--- src/rtl/divider_n_seq.sv ---
// divider_n_seq: sequential restoring unsigned divider, one quotient bit per clock.
// Handshake: Start in QI launches a division, Done/Qd marks the result, Ack in QD returns to QI.
// Optional build macro DIVN_EARLY_EXIT_EN: when Xin < Yin, skip QC and finish one edge after Start.
module divider_n_seq #(
  parameter int unsigned WIDTH = 8
) (
  input  logic             board_clk,
  input  logic             Reset,
  input  logic             Start,
  input  logic             Ack,
  input  logic [WIDTH-1:0] Xin,
  input  logic [WIDTH-1:0] Yin,
  output logic [WIDTH-1:0] Quotient,
  output logic [WIDTH-1:0] Remainder,
  output logic             Done,
  output logic             Qi,
  output logic             Qc,
  output logic             Qd,
  output logic             DivByZero
);

  localparam int unsigned CNT_W = $clog2(WIDTH + 1);

  // One-hot encoding, so each state bit can drive its LED directly.
  typedef enum logic [2:0] {
    QI = 3'b001,
    QC = 3'b010,
    QD = 3'b100
  } state_t;

  state_t           state;
  logic [WIDTH-1:0] x_reg;    // dividend bits shift out MSB-first, quotient bits shift in at the LSB
  logic [WIDTH-1:0] y_reg;
  logic [WIDTH-1:0] rem_reg;
  logic [CNT_W-1:0] count;

  logic [WIDTH:0]   partial_c;
  logic [WIDTH-1:0] diff_c;
  logic             q_bit_c;
  logic [WIDTH-1:0] rem_next_c;
  logic [WIDTH-1:0] quo_next_c;

  // One restoring shift-subtract step on the current partial remainder.
  always_comb begin
    partial_c  = {rem_reg, x_reg[WIDTH-1]};
    diff_c     = partial_c[WIDTH-1:0] - y_reg;
    q_bit_c    = (partial_c >= {1'b0, y_reg});
    rem_next_c = q_bit_c ? diff_c : partial_c[WIDTH-1:0];
    quo_next_c = {x_reg[WIDTH-2:0], q_bit_c};
  end

  // State indicators come straight from the state register bits.
  assign Qi   = state[0];
  assign Qc   = state[1];
  assign Qd   = state[2];
  assign Done = state[2];

  // Control FSM and datapath registers; results load only on entry to QD.
  always_ff @(posedge board_clk or posedge Reset) begin
    if (Reset) begin
      state     <= QI;
      x_reg     <= '0;
      y_reg     <= '0;
      rem_reg   <= '0;
      count     <= '0;
      Quotient  <= '0;
      Remainder <= '0;
      DivByZero <= 1'b0;
    end else begin
      case (state)
        QI: begin
          if (Start) begin
            x_reg     <= Xin;
            y_reg     <= Yin;
            rem_reg   <= '0;
            count     <= '0;
            DivByZero <= 1'b0;
            if (Yin == '0) begin
              state     <= QD;
              DivByZero <= 1'b1;
              Quotient  <= '1;
              Remainder <= Xin;
            end
`ifdef DIVN_EARLY_EXIT_EN
            else if (Xin < Yin) begin
              state     <= QD;
              Quotient  <= '0;
              Remainder <= Xin;
            end
`endif
            else begin
              state <= QC;
            end
          end
        end
        QC: begin
          x_reg   <= quo_next_c;
          rem_reg <= rem_next_c;
          count   <= count + CNT_W'(1);
          if (count == CNT_W'(WIDTH - 1)) begin
            state     <= QD;
            Quotient  <= quo_next_c;
            Remainder <= rem_next_c;
          end
        end
        QD: begin
          if (Ack) begin
            state <= QI;
          end
        end
        default: begin
          state <= QI;
        end
      endcase
    end
  end

endmodule

--- config.mk ---
export PLATFORM = sky130hd
export DESIGN_NAME = divider_n_seq
export DESIGN_NICKNAME = d
export VERILOG_FILES = /design/src/rtl/divider_n_seq.sv
export SDC_FILE = /design/constraint.sdc
export NUM_CORES = 1
export LEC_CHECK = 0
export CORE_MARGIN = 1
export CORE_UTILIZATION = 45
export DETAILED_ROUTE_END_ITERATION = 8
export PLACE_DENSITY = 0.69
export SLEW_MARGIN = 40
export SYNTH_ARGS = -nofsm -noshare
export SYNTH_HDL_FRONTEND = slang
export SYNTH_SLANG_ARGS = --single-unit
--- constraint.sdc ---
create_clock -name board_clk -period 3 [get_ports board_clk]
set_clock_uncertainty 0.15 [all_clocks]
set_input_delay 0.3 -clock board_clk [delete_from_list [all_inputs] [get_ports board_clk]]
set_output_delay 0.3 -clock board_clk [all_outputs]
set_load 0.005 [all_outputs]
==> metrics.md, run 1 <==
| Metric | Value |
|---|---|
| Cell family with most CP delay | compound AO/OA/AOI/OAI gates |
| Average wire per cell in the routed design | 15.48 um |
| Syn nets | 279 |
| Worst setup path category | reg2reg |
| Uppermost signal routing layer after detailed routing | met4 |
| Clock root cell | clkbuf_8 |
| Unrepaired setup endpoints after global routing | false |
| Unique cell type count in the Yosys netlist | 47 |
| Stage delay of the slowest cell on the critical path | 410 ps |
| Total iterations of the first detailed-routing run | 5 |
| Layout-stage area growth over the synthesis result | 21.79% |
| Number of global-route vias before repair | 1935 |
| Routed length on met3 | 213 um |
| Post-place setup slack | 610.9 ps |
| Power per standard cell area | 985.3 nW/um^2 |
| Worst R2R Start | rem_reg[2]$_DFFE_PP0P_ |
| Peak supply drop | 467.5 uV |
| Dominant cell type by area after synthesis | dfrtp_1 |
| Startpoint kind of the worst setup timing path | flip-flop |
| Outcome | completed |
| Final GP Congestion | 0.8005 |
| Count of hold buffers inserted by post-cts repair | 0 |
| Final wirelength | 5573 um |
| CTS Buf Count | 5 |
| Share of layout cells above drive strength 1 | 0.1310 |
| Switching part of the total | 0.4156 |
| Final setup violation count | 0 |
| Total setup buffers inserted after CTS | 0 |
| Type of element capturing the critical path | flip-flop |
| Number of vias in the routed layout | 1971 |
| Post-cts sizing count | 0 |
| HPWL after DPL | 4040 um |
| Number of diodes added for antenna fixing | 0 |
| Detailed route wirelength on metal2 | 2586 um |
| TritonCTS Sinks | 48 |
| Timing startpoint of the critical path | rem_reg[2]$_DFFE_PP0P_ |
| Power spent charging and discharging nets | 1.265 mW |
| Achievable frequency | 0.4151 GHz |
| Shortest period the worst path allows | 2409 ps |
| Predominant post-synthesis flop cell | dfrtp_1 |
| Maximum number of pins on one net before global-route repair | 39 |
| Smallest setup slack after layout | 590.7 ps |
| Yosys synthesis warning count | 0 |
| Total of buffers placed on input and output ports | 40 |
| Residual overflow from global routing | 0 |
| Std-Cell Rows | 26 |
| Area of the placeable core | 5270 um^2 |
| Sequential Power Share | 0.339 |
| Post-CTS clock slew at the launch and capture registers of the worst setup and hold paths | 90 ps |
| Effective utilization at floorplan | 0.4815 |
| Critical path arrival | 2430 ps |
| Worst-Skew Late Latency | 310 ps |
| Clock share of power | 0.126 |
| Number of remaining DRC errors | 0 |
| Number of max-cap violations | 0 |
| Worst rel slew slack | 0.7141 |
| Total negative setup slack | 0 ps |
| Number of flops mapped to enable cells by yosys | 0 |
| Sequential area share after synthesis | 0.4739 |
| Largest fanout on the critical path | 5 |
| Synth top cells by count | dfrtp_1 (47), nand2_1 (28), o21ai_0 (21) |
| Share of synthesized registers carrying an async set or reset | 1.000 |
| Required time at the worst-slack endpoint | 3020 ps |
| Proportion of netlist area held by the largest area contributor | 0.4635 |
| # nets final | 319 |
| Fraction of the cycle the final worst path needs | 0.8031 |
| Worst-path cell chain | ha_1, nand3_1, o21bai_1, a21o_1, a221o_1, mux2i_1, o22ai_1 |
| Cell count after synthesis | 249 |
| Power share of the combinational group | 0.535 |
| LEAKAGE | 1.345 nW |
| Number of levels in the clock H-tree | 2 |
| Vert. Die Dim | 77.09 um |
| Final-report max-slew violation count | 0 |
| Avg Vias per Cell | 5.475 |
| Largest buffer count on any clock path | 2 |
| Highest-delay cell along the critical path | dfrtp_1 |
| Number of antenna violations at the first check in global routing | 0 |
| Avg Inst Size Synth | 10.19 um^2 |
| Worst slew pin tran | 428.8 ps |
| DR iter-0 viols | 108 |
| Die X | 77.09 um |
| Ports placed on the boundary | 41 |
| Dominant cells by area after synthesis | dfrtp_1 (46%), mux2i_1 (5.1%), ha_1 (4.4%) |
| Number of hold violations in the final report | 0 |
| Die Footprint | 5943 um^2 |
| Routed length on met1 | 2672 um |
| Library cell with the highest instance count after synthesis | dfrtp_1 |
| Type of the most critical hold path | in2async |
| Buffers & Inverters on Critical Path | 0 |
| Cell area after synthesis | 2537 um^2 |
| Final ANT Viol Nets | 0 |
| Global-route wire length before repair | 9328 um |
| Post-synthesis register bit count | 48 |
| Total GRT Usage | 0.2036 |
| Cell-internal power | 1.779 mW |
| CTS tree | done |
## worst reg2reg max path, stage by stage, from the launching register on
cell and delay [ps]:
dfrtp_1 410, ha_1 380, nand3_1 160, o21bai_1 220
a21o_1 200, a221o_1 310, mux2i_1 300, o22ai_1 140
## area by class of cell
class	instances	area, um^2
clock buffers	5	68.82
flip-flops and latches	48	1202
fillers	478	2180
clock inverters	3	18.77
multi-input cells	176	1214
repair buffers	45	450.4
well taps	70	87.58
inverters	13	48.80
## logic make-up after synthesis
kind of cell,synth area share
buf+inv,0.04832
mux,0.06459
simple gates,0.1489
fa+ha+maj,0.05227
xor+xnor,0.01726
flops,0.4739
compound gates,0.1948
## through the flow
step                      power, mW  instances  cell area (um^2)  hold WS (ps)  utilization
after global placement        2.633        352              3002         321.4       0.5696
final                         3.045        360              3090         138.9       0.5864
after floorplan               2.248        249              2537         234.0            -
after CTS                     3.062        360              3089         149.0       0.5862
after detailed placement      2.666        352              3002         326.5       0.5696
after global routing          3.285        360              3090         173.1       0.5864
## cells in the final DEF, fill, tap and decap left out, drive strengths merged
| master | count |
|---|---|
| a2111oi | 1 |
| a211oi | 8 |
| a21o | 2 |
| a21oi | 13 |
| a221o | 1 |
| a31oi | 2 |
| and3 | 1 |
| buf | 5 |
| clkbuf | 5 |
| clkdlybuf4s50 | 40 |
| clkinv | 3 |
| dfrtp | 47 |
| dfstp | 1 |
| fa | 1 |
| ha | 9 |
| inv | 13 |
| mux2 | 3 |
| mux2i | 13 |
| nand2 | 31 |
| nand3 | 2 |
| nand3b | 1 |
| nand4 | 1 |
| nor2 | 23 |
| nor2b | 2 |
| nor3 | 7 |
| nor4b | 1 |
| o2111ai | 1 |
| o21a | 1 |
| o21ai | 21 |
| o21bai | 2 |
| o22a | 7 |
| o22ai | 11 |
| o41a | 1 |
| o41ai | 1 |
| or2 | 1 |
| or2b | 1 |
| or4 | 2 |
| xnor2 | 2 |
| xor2 | 3 |
## power groups by stage
stage / Clock, mW / Combinational (mW) / Sequential, mW
after global placement: 0 / 1.59 / 1.04
final: 0.384 / 1.63 / 1.03
after floorplan: 0 / 1.24 / 1.01
after detailed placement: 0 / 1.62 / 1.05
after CTS: 0.400 / 1.63 / 1.03
after global routing: 0.427 / 1.79 / 1.06
## metal layers
layer  vias to the layer above  track usage
li1                        965            -
met1                       953       0.2789
met2                        46       0.3170
met3                         7      0.04524
met4                         0      0.07170
met5                         -            0
## worst paths after layout
check / slack, ps / to / depth (start not counted)
min in group board_clk: 350 / Quotient[2]$_DFFE_PP0P_ / 1
max: 590 / rem_reg[7]$_DFFE_PP0P_ / 7
min reg2reg: 350 / Quotient[2]$_DFFE_PP0P_ / 1
min: 140 / rem_reg[1]$_DFFE_PP0P_ / 2
max reg2reg: 590 / rem_reg[7]$_DFFE_PP0P_ / 7
max in group asynchronous: 1960 / rem_reg[3]$_DFFE_PP0P_ / 3
Note: power is estimated with default switching activity, not from simulation.
==> run 2: changes to the inputs <==
- PLACE_DENSITY: 0.69 -> 0.72
- clock period: 3 -> 2.17 ns (I/O delays scaled with it)
==> run 2 against run 1 <==
  * The flow now finishes with violations (negative setup slack)
  * Setup slack got worse by 670 ps
  * Wire length grew 9.9%
  * Via count increased by 5.5%
  * Critical path type unchanged
  * Critical endpoint is now rem_reg[6]$_DFFE_PP0P_
  * Sequential share of layout area shrank 4.3 points
  * Non-clock buffer count increased by 22
==> metrics.md, run 2 (synthesized netlist as in run 1, its figures left out) <==
| Metric | Value |
|---|---|
| Worst rel slew slack | 0.6840 |
| Count of placed standard cells including taps | 366 |
| Total of fill cells in the finished design | 431 |
| Number of remaining DRC errors | 0 |
| Post-place setup slack | -129.3 ps |
| Worst R2R Start | y_reg[0]$_DFFE_PP0P_ |
| Effective utilization at floorplan | 0.4815 |
| FF-to-FF End | rem_reg[6]$_DFFE_PP0P_ |
| Total negative setup slack | -353.3 ps |
| Clock root cell | clkbuf_8 |
| Non-filler cells in the finished layout | 382 |
| Clock share of power | 0.120 |
| Share of layout cells above drive strength 1 | 0.2724 |
| Final non-filler cell area | 3476 um^2 |
| Path depth of the worst reg2reg path | 8 |
| Ports placed on the boundary | 41 |
| Die Footprint | 5943 um^2 |
| Startpoint kind of the worst setup timing path | flip-flop |
| Type of the most critical hold path | in2async |
| Worst-Skew Late Latency | 310 ps |
| Layout-stage area growth over the synthesis result | 36.98% |
| Required time at the worst-slack endpoint | 2210 ps |
| Number of max-cap violations | 0 |
| Avg Vias per Cell | 5.445 |
| Power spent charging and discharging nets | 2.194 mW |
| Worst setup path category | reg2reg |
| Peak supply drop | 923.1 uV |
| Violations in the final reports | negative setup slack |
| Number of vias in the routed layout | 2080 |
| Total iterations of the first detailed-routing run | 4 |
| Tightest hold margin | 82.44 ps |
| Average wire per cell in the routed design | 16.04 um |
| Number of antenna violations at the first check in global routing | 0 |
| LEAKAGE | 1.457 nW |
| Final design utilization | 0.6595 |
| Post-CTS clock slew at the launch and capture registers of the worst setup and hold paths | 90 ps |
| Flop-to-flop setup slack | -80 ps |
| CTS tree | done |
| Power per standard cell area | 1574 nW/um^2 |
| Final-report max-slew violation count | 0 |
| Unrepaired setup endpoints after global routing | true |
| Type of element capturing the critical path | flip-flop |
| Worst slew pin tran | 474.0 ps |
| Vert. Die Dim | 77.09 um |
| # nets final | 341 |
| Largest fanout on the critical path | 6 |
| Outcome | complete, but fails checks |
| Area of combinational cells with multiple inputs | 1374 um^2 |
| Number of hold violations in the final report | 0 |
| Smallest setup slack after layout | -78.09 ps |
| CTS Buf Count | 5 |
| Power share of the combinational group | 0.615 |
| Shortest period the worst path allows | 2248 ps |
| Final wirelength | 6126 um |
| Number of global-route vias before repair | 2028 |
| Overall power of the completed layout | 5.473 mW |
| Global-route wire length before repair | 9749 um |
| Number of levels in the clock H-tree | 2 |
| TritonCTS Sinks | 48 |
| Total GRT Usage | 0.2084 |
| Maximum number of pins on one net before global-route repair | 49 |
| Dpl cell area | 3124 um^2 |
| Residual overflow from global routing | 0 |
| HPWL after DPL | 3998 um |
| Most common library cell in the layout ignoring fill and taps | dfrtp_1 |
| Total of buffers placed on input and output ports | 40 |
| Achievable frequency | 0.4448 GHz |
| Die X | 77.09 um |
| Final ANT Viol Nets | 0 |
| Critical path arrival | 2290 ps |
| Std-Cell Rows | 26 |
| Number of diodes added for antenna fixing | 0 |
| Final GP Congestion | 0.8087 |
| Fraction of the cycle the final worst path needs | 1.036 |
| Storage element area | 1204 um^2 |
| Area of the placeable core | 5270 um^2 |
| DR iter-0 viols | 132 |
| Largest buffer count on any clock path | 2 |
| Commonest cells after routing, fill and taps aside | dfrtp_1 (46), clkdlybuf4s50_1 (40), nand2_1 (28) |
| Cell-internal power | 3.278 mW |
| Final setup violation count | 10 |
| Sequential Power Share | 0.265 |
| Switching part of the total | 0.4010 |
## run 2: worst max path at each step
stage | slack, ps | start | end
final | -80 | y_reg[0]$_DFFE_PP0P_ | rem_reg[6]$_DFFE_PP0P_
after global routing | -190 | y_reg[0]$_DFFE_PP0P_ | rem_reg[6]$_DFFE_PP0P_
after CTS | -30 | x_reg[7]$_DFFE_PP0P_ | Remainder[6]$_DFFE_PP0P_
after detailed placement | -130 | x_reg[7]$_DFFE_PP0P_ | Remainder[6]$_DFFE_PP0P_
after global placement | -30 | y_reg[0]$_DFFE_PP0P_ | rem_reg[1]$_DFFE_PP0P_
after floorplan | 40 | x_reg[7]$_DFFE_PP0P_ | Remainder[6]$_DFFE_PP0P_
## run 2: cell type report
| cell class | instances | area share |
|---|---|---|
| Sequential cell | 48 | 0.3463 |
| Timing Repair Buffer | 67 | 0.1872 |
| Tap cell | 70 | 0.02520 |
| Multi-Input combinational cell | 176 | 0.3952 |
| Clock inverter | 3 | 0.01224 |
| Inverter | 13 | 0.01404 |
| Clock buffer | 5 | 0.01980 |
## run 2: repair_timing
action,4_1_cts,5_1_grt
hold buffers,0,0
pin swaps,4,18
endpoints found under the setup margin,10,17
setup buffers,3,5
gates resized for setup,16,23
## run 2: metal layers
metal,global-route usage,routed length [um],vias up
li1,-,-,1008
met1,0.2940,2935,1009
met2,0.3250,2880,55
met3,0.03452,234,8
met4,0.06981,75,0
met5,0,0,-
## run 2: power groups by stage
stage                     registers [mW]  clock network (mW)  logic, mW
after CTS                           1.44               0.666       2.80
after floorplan                     1.40                   0       1.73
after global placement              1.44                   0       2.44
after global routing                1.49               0.701       3.65
after detailed placement            1.44                   0       2.48
final                               1.45               0.657       3.36
## run 2: critical path, cell delays in order (launching register included)
cell and delay [ps]:
dfrtp_1 440, ha_4 260, or2b_1 230, a21oi_2 160, o2111ai_2 170, nand2_4 170
buf_8 150, mux2i_2 280, o22ai_1 110
